[src/rtl/srs_cs_seq.sv]
// SRS per-port cyclic-shift sequencer: takes one config and streams
// n_cs,i = (n_cs + floor(max*i/N)) mod max, one antenna port per beat.
module srs_cs_seq #(
   parameter int MAX_AP = 4,
   parameter int CS_W   = 4
) (
   input  logic            clk,
   input  logic            rst_n,
   input  logic            flush,
   input  logic            cfg_vld,
   output logic            cfg_rdy,
   input  logic [1:0]      cfg_ktc,
   input  logic [1:0]      cfg_ap_log2,
   input  logic [CS_W-1:0] cfg_cs,
   output logic            out_vld,
   input  logic            out_rdy,
   output logic [2:0]      out_port,
   output logic [CS_W-1:0] out_cs,
   output logic            out_last,
   output logic            cfg_err
);

   localparam int   AW     = 7;
   localparam logic ALLOW8 = (MAX_AP >= 8);

   typedef enum logic {IDLE, RUN} state_t;

   state_t          state_q;
   logic            rdy_q, vld_q, last_q, err_q;
   logic [2:0]      port_q, last_port_q;
   logic [CS_W-1:0] cs_q, max_q, base_q;
   logic [1:0]      shift_q;
   logic [AW-1:0]   acc_q;

   logic [CS_W-1:0] cfg_max;
   logic [AW-1:0]   cs_ext, max_ext, r1, r2, off_full, sum, res;
   logic [3:0]      n_ports;
   logic [2:0]      cfg_last_port;
   logic            cfg_legal, cfg_fire, out_fire;
   logic            unused_bits;

   always_comb begin
      case (cfg_ktc)
         2'd0:    cfg_max = CS_W'(8);
         2'd1:    cfg_max = CS_W'(12);
         default: cfg_max = CS_W'(6);
      endcase
      // cfg_cs < 3*max for every comb, so two conditional subtracts reduce it fully
      cs_ext   = AW'(cfg_cs);
      max_ext  = AW'(cfg_max);
      r1       = (cs_ext >= max_ext) ? cs_ext - max_ext : cs_ext;
      r2       = (r1 >= max_ext) ? r1 - max_ext : r1;
      off_full = acc_q >> shift_q;
      sum      = AW'(base_q) + off_full;
      res      = (sum >= AW'(max_q)) ? sum - AW'(max_q) : sum;
   end

   assign unused_bits   = ^{r2[AW-1:CS_W], res[AW-1:CS_W]};
   assign n_ports       = 4'd1 << cfg_ap_log2;
   assign cfg_last_port = 3'(n_ports - 4'd1);
   assign cfg_legal     = (cfg_ktc != 2'd3) && (ALLOW8 || (cfg_ap_log2 != 2'd3));
   assign cfg_rdy       = rdy_q & ~flush;
   assign cfg_fire      = cfg_rdy & cfg_vld;
   assign out_fire      = vld_q & out_rdy;

   always_ff @(posedge clk or negedge rst_n) begin
      if (!rst_n) begin
         state_q     <= IDLE;
         rdy_q       <= 1'b0;
         vld_q       <= 1'b0;
         last_q      <= 1'b0;
         err_q       <= 1'b0;
         port_q      <= '0;
         last_port_q <= '0;
         cs_q        <= '0;
         max_q       <= '0;
         base_q      <= '0;
         shift_q     <= '0;
         acc_q       <= '0;
      end else begin
         err_q <= 1'b0;
         if (flush) begin
            state_q <= IDLE;
            rdy_q   <= 1'b1;
            vld_q   <= 1'b0;
            last_q  <= 1'b0;
            acc_q   <= '0;
         end else begin
            case (state_q)
               IDLE: begin
                  rdy_q <= 1'b1;
                  if (cfg_fire) begin
                     if (cfg_legal) begin
                        state_q     <= RUN;
                        rdy_q       <= 1'b0;
                        vld_q       <= 1'b1;
                        port_q      <= 3'd0;
                        cs_q        <= r2[CS_W-1:0];
                        last_q      <= (cfg_ap_log2 == 2'd0);
                        last_port_q <= cfg_last_port;
                        max_q       <= cfg_max;
                        base_q      <= r2[CS_W-1:0];
                        shift_q     <= cfg_ap_log2;
                        acc_q       <= max_ext;
                     end else begin
                        err_q <= 1'b1;
                     end
                  end
               end
               RUN: begin
                  if (out_fire) begin
                     if (last_q) begin
                        state_q <= IDLE;
                        rdy_q   <= 1'b1;
                        vld_q   <= 1'b0;
                        last_q  <= 1'b0;
                        acc_q   <= '0;
                     end else begin
                        // acc_q already holds max*(port+1) for the port being presented next
                        port_q <= port_q + 3'd1;
                        cs_q   <= res[CS_W-1:0];
                        last_q <= ((port_q + 3'd1) == last_port_q);
                        acc_q  <= acc_q + AW'(max_q);
                     end
                  end
               end
               default: state_q <= IDLE;
            endcase
         end
      end
   end

   assign out_vld  = vld_q;
   assign out_port = port_q;
   assign out_cs   = cs_q;
   assign out_last = last_q;
   assign cfg_err  = err_q;

endmodule

[config.mk]
export PLATFORM = sky130hd
export DESIGN_NAME = srs_cs_seq
export DESIGN_NICKNAME = d
export VERILOG_FILES = /design/src/rtl/srs_cs_seq.sv
export SDC_FILE = /design/constraint.sdc
export NUM_CORES = 1
export LEC_CHECK = 0
export CAP_MARGIN = 5
export CORE_MARGIN = 8
export CORE_UTILIZATION = 24
export DETAILED_ROUTE_END_ITERATION = 10
export HOLD_SLACK_MARGIN = 0.06
export SLEW_MARGIN = 25
export SYNTH_ARGS = -nofsm -noshare
export SYNTH_HDL_FRONTEND = slang
export SYNTH_SLANG_ARGS = --single-unit
[constraint.sdc]
create_clock -name clk -period 9.36 [get_ports clk]
set_input_delay 1.872 -clock clk [delete_from_list [all_inputs] [get_ports clk]]
set_output_delay 1.872 -clock clk [all_outputs]
set_load 0.02 [all_outputs]
==> summary.md <==
| Metric | Value |
|---|---|
| Top Family by Delay on Critical Path | simple AND/OR/NAND/NOR gates |
| Area grow syn2layout | 18.9% |
| Core area | 0.00973 mm2 |
| Port-buffer cells | 23 |
| Fmax | 175 MHz |
| Hold Crit Endpoint | base_q[0] |
| Initial Util | 24.6% |
| Area occupied by multi-input gates | 0.00152 mm2 |
| Endpoint class of the critical path | flop |
| Vias in the first global route | 1963 |
| Number of setup buffers added after CTS | 0 |
| Reg2reg path depth | 14 |
| Cell Chain, Critical Path | clkdlybuf4s50_1 > nor2_1 > inv_1 > fa_1 > inv_1 > ha_1 > a21oi_1 > nand3_2 > mux2_2 > ha_1 > a21boi_0 > or2_2 > o311ai_0 > o311ai_1 |
| Worst vdd ir | 114 uV |
| Drt wl/cell | 13.0 um |
| Initial antenna violation count | 0 |
| # IOs | 24 |
| CTS Hold Bufs | 0 |
| Post_cts resized | 0 |
| Pwr per Cell Area | 196 mW/mm2 |
| Setup_tns | 0 ns |
| First-pass GRT wire length | 9560 um |
| Clk Latency, worst-skew pair | 0.28 ns |
| Grt ovf | 0 |
| Hold path start | base_q[0] |
| # setup viols final | 0 |
| Max-slew headroom | 56.9% |
| Antenna Cells | 0 |
| Vias/cell | 4.74 |
| Syn Inst Count | 269 |
| Die H | 116 um |
| Hold Crit Depth | 2 |
| Crit path buf inv count | 3 |
| Fin crit period | 5.72 ns |
| R2r endpoint | out_cs[1] |
| Row count | 36 |
| Area contributors post-synth | dfrtp_1, ha_1, nand2_1 |
| Leakage Power | 1.24 nW |
| Ys async rst share | 100% |
| Final Total Pwr | 0.557 mW |
| Clock Pin Slew Worst Setup and Hold Paths | 0.06 ns |
| Reg2reg start | shift_q[1] |
| Critical path arrival | 5.85 ns |
| Crit path required time | 9.49 ns |
| Primary FF master, synth | dfrtp_1 |
| Syn Nets | 304 |
| CP Class | in2reg |
| Total CTS buffers | 5 |
| Netlist Area Pre-Place | 0.00239 mm2 |
| CP max stage delay | 0.72 ns |
| # fillers | 1064 |
| Fin. max-slew vios | 0 |
| DIE AREA | 0.0134 mm2 |
| Netlist cell types | 56 |
| Synth area leader | dfrtp_1 |
| CTS tree | yes |
| Synth top area share | 31.4% |
| Seq. cell area | 751 um2 |
| Root buf cell | clkbuf_8 |
| Crit start category | input port |
| Layout cells sized above 1 | 8.68% |
| H-tree depth | 2 |
| Nets | 323 |
| Worst hold path type | reg2reg |
| Worst-path fanout max | 16 |
| CTS Buffer Depth | 2 |
| Post-route ant nets | 0 |
| Post-route DRC | 0 |
| Clk sink count | 30 |
| Total track usage | 8.82% |
| HPWL Detailed | 4270 um |
| First-pass DRT Iterations | 4 |
| Placer Congestion | 0.810 |
| Crit share post-route | 61.1% |
| Via count | 1997 |
| Slew @ Worst Pin | 0.647 ns |
| Final Hold Viols | 0 |
| Largest net degree at the start of global routing | 31 |
| Maxcap violations | 0 |
| Number of synthesized flops with an enable pin | 0 |
| Status | complete, no violations |
| RSZ-0062 raised after global routing | no |
| Flop2flop setup slack | 5.73 ns |
| Skew final | 0.00575 ns |
| FF+latch count, synth | 30 |
| Initial DRC Count | 82 |
| WL final | 5470 um |
| Sequential area share after synthesis | 31.4% |
| DIE WIDTH | 116 um |
| Critical-path top delay cell | clkdlybuf4s50_1 |
| Synth Area per Inst | 8.89 um2 |
| Yosys warning total | 0 |
==> worst max-delay path by stage <==
stage / start / to / slack, ns / cells past startpoint
5_1_grt: cfg_ktc[1] / out_cs[3] / 3.27 / 14
3_3_place_gp: cfg_ktc[1] / out_cs[1] / 3.55 / 14
4_1_cts: cfg_ktc[1] / out_cs[3] / 3.66 / 14
3_5_place_dp: cfg_ktc[1] / out_cs[3] / 3.35 / 14
6_report: cfg_ktc[1] / out_cs[3] / 3.64 / 14
2_1_floorplan: cfg_ktc[1] / out_cs[1] / 4.47 / 14
==> per-stage QoR <==
step                cell area (um2)  utilization [%]  hold slack [ns]  cells  setup slack [ns]
finish                         2840             29.2            0.486    421              3.64
global route                   2840             29.2            0.515    421              3.27
CTS                            2840             29.2            0.489    421              3.66
detailed placement             2730             28.1            0.473    414              3.35
global placement               2730             28.1            0.472    414              3.55
floorplan                      2390                -            0.452    269              4.47
==> where the power goes <==
group | internal (mW) | leakage [nW] | switching, mW
clock network | 0.0850 | 0.0573 | 0.0464
registers | 0.153 | 0.382 | 0.0265
logic | 0.111 | 0.801 | 0.135
==> synthesized netlist by cell type (2+ instances only) <==
cell	count
buf_6	2
a211oi_1	4
xnor2_1	4
mux2i_1	7
inv_1	13
nand4b_1	3
clkbuf_1	5
xor2_1	6
nand2b_1	5
nand3_1	7
o21ai_1	3
dfrtp_1	30
o31ai_1	4
o21ai_0	17
a21oi_1	16
ha_1	17
nor3_1	6
nand3b_1	3
and2_1	2
or2_2	2
fa_1	5
o21bai_1	2
and3_1	3
nand2_1	35
nor2_1	15
a21o_1	8
a22o_1	4
nor2b_1	7
buf_2	4
mux2_2	4
==> layer usage <==
layer  share of wire (%)  vias up  GRT usage, %  wire length [um]
li1                    -      999             -                 -
met1                  47      946          11.4              2590
met2                  47       46          14.1              2580
met3                 3.3        6          1.25               181
met4                 2.1        0          4.32               114
met5                   0        -             0                 0
==> placed cells by master, fill, tap and decap left out, types with 2 or more instances in the layout <==
cell,instances
o31ai_1,4
nand3b_1,3
xnor2_1,4
nor2b_1,7
o21ai_0,17
and2_1,2
a21o_1,8
clkbuf_8,6
a22o_1,4
mux2_2,4
inv_1,13
fa_1,5
nor3_1,6
a21oi_1,16
nand3_1,7
xor2_1,6
mux2i_1,7
or2_2,2
clkdlybuf4s50_1,23
nand4b_1,3
o21ai_1,3
nand2b_1,5
a211oi_1,4
nand2_1,35
dfrtp_1,30
buf_4,2
ha_1,17
and3_1,3
o21bai_1,2
nor2_1,15
==> cells by family after synthesis <==
family                     Yosys count  share of synthesized area, %
and+or+nand+nor                     94                          20.4
xor gates and xnor gates            10                          3.66
AOI/OAI and AO/OA                   74                          21.0
muxes                               11                          4.81
buffers and inverters               27                          5.23
DFF                                 30                          31.4
adders and majority gates           23                          13.5
==> tightest hold or removal path, delay by kind of cell, from the launching register on <==
kind | cells | cell delay (ns)
flops | 1 | 0.35
simple gates | 2 | 0.10
==> flip-flops by register name, summed over array words and instances, names as in the netlist <==
name,count
acc_q,6
base_q,4
out_cs,4
last_port_q,3
max_q,3
out_port,3
shift_q,2
cfg_err,1
out_last,1
out_vld,1
rdy_q,1
state_q,1
==> layout make-up <==
class	instances	area share (%)
Multi-Input combinational cell	212	53.3
Inverter	14	1.85
Clock buffer	6	2.90
Sequential cell	30	26.4
Timing Repair Buffer	25	8.63
Clock inverter	1	1.06
Tap cell	133	5.85
No activity file was read; power rests on OpenSTA's default activity.
==> RTL edit 1: new RTL, same settings <==
Register the output `cfg_err` once more, cleared by the reset; this adds one clock of latency there. The other outputs are not delayed to match.
--- a/src/rtl/srs_cs_seq.sv
+++ b/src/rtl/srs_cs_seq.sv
@@ -134,7 +134,13 @@
    assign out_port = port_q;
    assign out_cs   = cs_q;
    assign out_last = last_q;
-   assign cfg_err  = err_q;
+   always_ff @(posedge clk or negedge rst_n) begin
+      if (!rst_n) begin
+         cfg_err <= '0;
+      end else begin
+         cfg_err <= err_q;
+      end
+   end
 
 endmodule
 
Function: changed (a bounded check fails within 4 cycles, from zero or initial values and one cycle with rst_n low).
==> RTL edit 1 against the original RTL <==
  * Cell count down 2.1%
  * Clock skew about the same
  * Die area down 0.41%
  * Total power up 0.43%
  * Wire length up 0.57%
  * Area after synthesis down 0.47%
  * Core utilization about the same
  * Sequential cell count up 1
  * Critical path depth up 2
  * Non-clock buffer count down 1
  * Cell area down 0.62%
  * Setup slack better by 120 ps
==> RTL edit 1: results (changes against the original RTL) <==
CTS
  – H-Tree Depth: 2 (unchanged)

Global routing
  – First-pass GRT wire length: 9.618 mm (+0.65%)
  – Met2 Use GR: 15.00% (+0.90 points)
  – Met3 Use GR: 1.928% (+0.68 points)
  – GRT met1 Usage: 10.92% (-0.46 points)
  – GR Util All Layers: 8.959% (+0.14 points)
  – Largest net degree at the start of global routing: 32 (+3.2%)

Place
  – Placed Area: 2693 µm² (-1.4%)
  – HPWL after DPL: 4.279 mm (+0.32%)
  – Routability Congestion: 0.8478 (+4.7%)

Timing
  – Clock Skew: 6.179 ps (+0.4306 ps)

Finish
  – Fin nets: 313 (-3.1%)
  – Layout cells sized above 1: 6.810% (-1.9 points)
  – Number of fill cells: 1023 (-3.9%)

Yosys
  – Post-synth top cells: nand2_1 (35), dfrtp_1 (31), nor2_1 (19)
  – Synth area leaders: dfrtp_1 (33%), ha_1 (8.9%), nand2_1 (5.5%), fa_1 (4.2%), mux2i_1 (4.2%)
  – Sequential fraction of the synthesis area: 32.60% (+1.2 points)
  – Syn_nets: 296 (-2.6%)

Worst setup path
  – Critical Path Slowest Stage Cell: clkdlybuf4s50_1
  – CP Data Arrival Time: 5750 ps (-100 ps)
  – CP max FO: 12 (-4)
  – CP peak stage delay: 660 ps (-60 ps)

Drt
  – DR vias: 1905 (-4.6%)
  – Final WL: 5.499 mm (+0.57%)
  – DR iter-0 viols: 68 (-17%)

Power and ir drop
  – Peak supply drop: 0.07723 mV (-32%)
  – Leak pwr: 0.001279 µW (+3.2%)

Status
  – Outcome: complete, no violations
==> RTL edit 1: per-layer routing <==
layer | part of all wire [%] | vias up
met5 | 0 | -
met4 | 2.7 | 0
met3 | 4.0 | 11
met2 | 48 | 45
met1 | 45 | 902
li1 | - | 947
==> RTL edit 1: path summary, 6_finish.rpt <==
kind / startpoint / end / slack, ps / cells past startpoint
min in group asynchronous: rst_n / last_port_q[1] / 1980 / 2
setup reg to reg: shift_q[1] / out_cs[1] / 5680 / 14
hold / removal: err_q / cfg_err / 350 / 0
max in group asynchronous: rst_n / base_q[0] / 7080 / 2
setup / recovery: cfg_ktc[1] / out_cs[2] / 3760 / 16
hold reg to reg: err_q / cfg_err / 350 / 0
==> RTL edit 1: cells by family after synthesis <==
family,count (synthesis),synth area share (%)
simple gates,89,18.61
compound gates,64,18.88
flops,31,32.60
buf+inv,29,6.204
fa+ha+maj,24,14.04
mux,13,5.626
xor+xnor,11,4.048
==> RTL edit 1: cell type report <==
| class | count | area share [%] |
|---|---|---|
| Multi-Input combinational cell | 201 | 51.55 |
| Sequential cell | 31 | 27.46 |
| Timing Repair Buffer | 24 | 8.415 |
| Tap cell | 133 | 5.890 |
| Clock buffer | 6 | 2.569 |
| Clock inverter | 2 | 2.126 |
| Inverter | 15 | 1.993 |
==> RTL edit 1: power breakdown <==
| group | leakage, µW | switching, µW | internal, µW |
|---|---|---|---|
| logic | 0.000816 | 117 | 103 |
| clock network | 0.0000654 | 51.4 | 106 |
| registers | 0.000398 | 25.5 | 156 |
==> RTL edit 1: per-stage QoR <==
step	utilization, %	std cells	setup WS, ps	power, µW
floorplan	-	261	4446	341.2
global placement	27.80	404	3641	399.4
detailed placement	27.80	404	3482	407.8
CTS	29.17	412	3782	567.2
global route	29.17	412	3490	605.1
finish	29.17	412	3758	559.7
==> RTL edit 1: critical path, delay by kind of cell <==
family	cells	cell delay (ps)
compound gates	7	930
simple gates	4	980
fa+ha+maj	4	1300
buf+inv	1	660
==> RTL edit 2: new RTL, config.mk and constraints unchanged <==
Made on the original files. Change the parameter `CS_W` from 4 to 6.
--- a/src/rtl/srs_cs_seq.sv
+++ b/src/rtl/srs_cs_seq.sv
@@ -2,7 +2,7 @@
 // n_cs,i = (n_cs + floor(max*i/N)) mod max, one antenna port per beat.
 module srs_cs_seq #(
    parameter int MAX_AP = 4,
-   parameter int CS_W   = 4
+   parameter int CS_W   = 6
 ) (
    input  logic            clk,
    input  logic            rst_n,
Ports: changed (resized cfg_cs and out_cs); port bits go from 24 to 28. The function was not compared with the original's and may differ.
==> RTL edit 2 against the original RTL <==
  * Register-to-register slack got worse by 370 ps
  * Wire length rose by 18%
  * Core utilization fell by 0.32 points
  * Cell area rose by 9.2%
  * Combinational power rose by 19%
  * Count of clock-buffer cells in the layout did not move
  * Area after synthesis rose by 9.5%
  * Clock skew rose by 2.8 ps
  * Sequential cell count rose by 4
  * Sequential power rose by 14%
  * Setup slack improved by 75 ps
  * Total power rose by 10%
==> RTL edit 2: results (changes against the original RTL) <==
Drt
  – DR vias: 2189 (+9.6%)
  – Wire per inst: 14.17 µm (+9.1%)
  – DR iter-0 viols: 174 (+110%)
  – Final WL: 6.476 mm (+18%)

Power and ir drop
  – Leak pwr: 0.001344 µW (+8.4%)
  – Peak supply drop: 0.06577 mV (-42%)
  – Sequential power: 205 µW (+14%)
  – Pwr/cell area: 198.0 nW/µm² (+0.98%)
  – Power of the clock network: 117 µW (-11%)

Worst setup path
  – CP peak stage delay: 680 ps (-40 ps)
  – CP max FO: 14 (-2)

Yosys
  – Complex-gate fraction of the synthesized area: 19.26% (-1.8 points)
  – Distinct cell type count after synthesis: 57 (+1.8%)
  – Synth area leaders: dfrtp_1 (33%), ha_1 (8.6%), nand2_1 (6.6%), mux2i_1 (4.2%), a21oi_1 (4.0%)
  – Xor and xnor fraction of the mapped netlist area: 5.688% (+2.0 points)
  – Post-synth top cells: nand2_1 (46), dfrtp_1 (34), a21oi_1 (21)
  – Syn_nets: 332 (+9.2%)
  – Sequential fraction of the synthesis area: 32.50% (+1.1 points)
  – Adder-Cell Fraction of Synth Area: 12.43% (-1.1 points)
  – Post-synthesis mux area share: 6.931% (+2.1 points)

Place
  – HPWL after DPL: 5.052 mm (+18%)
  – Routability Congestion: 0.8501 (+5.0%)
  – I/O Buffers: 27 (+17%)
  – Pre-CTS WS: 3430 ps (+75.37 ps)

Finish
  – Post-layout util: 28.90% (-0.32 points)
  – Number of fill cells: 1187 (+12%)
  – Layout cells sized above 1: 7.571% (-1.1 points)
  – Fin nets: 354 (+9.6%)

Status
  – Outcome: complete, no violations

Timing
  – Clock Skew: 8.587 ps (+2.838 ps)
  – Worst slew margin: 54.64% (-2.2 points)

CTS
  – Clock insertion delay at the later pin of the skew report: 300 ps (+20 ps)

Global routing
  – First-pass GRT wire length: 10.92 mm (+14%)
  – Largest net degree at the start of global routing: 35 (+13%)
## RTL edit 2: cell count changes after synthesis, moves of 4 or more
cell and delta:
xnor2_1 +8, mux2i_1 +4, clkbuf_1 +4, nor3_1 -4, nor2b_1 -4, dfrtp_1 +4, nor2_1 +5, nand2_1 +11
a21oi_1 +5
## RTL edit 2: critical path, delay by kind of cell
kind	cells	cell delay (ps)
adders and majority gates	3	940
and+or+nand+nor	6	1130
AOI/OAI and AO/OA	4	610
muxes	1	360
buffers and inverters	3	900
## RTL edit 2: cells by family (layout without fill, tap and decap cells)
group	after synthesis	after routing
simple gates	98	98
compound gates	77	77
flops	34	34
buf+inv	28	51
fa+ha+maj	23	23
xor+xnor	17	17
mux	17	17
## RTL edit 2: final timing paths
path / depth (start not counted) / endpoint / slack, ps / from
max reg2reg: 13 / out_cs[3] / 5360 / shift_q[1]
min in group asynchronous: 2 / shift_q[1] / 1990 / rst_n
max: 17 / out_cs[2] / 3720 / cfg_ktc[1]
min reg2reg: 2 / base_q[0] / 500 / base_q[0]
max in group asynchronous: 2 / base_q[1] / 7050 / rst_n
min: 2 / base_q[0] / 500 / base_q[0]
## RTL edit 2: layer usage
| metal | GRT usage, % | part of all wire, % | vias up |
|---|---|---|---|
| li1 | - | - | 1079 |
| met1 | 11.99 | 48 | 1053 |
| met2 | 14.66 | 47 | 46 |
| met3 | 1.958 | 3.4 | 11 |
| met4 | 3.981 | 2.4 | 0 |
| met5 | 0 | 0 | - |
## RTL edit 2: area by class of cell
type,count,area share [%]
clock buffer,6,2.659
clock inverter,2,0.4029
inverter,15,1.813
sequential,34,27.40
multi-input combinational,232,53.14
tap,140,5.641
timing repair buffer,28,8.944
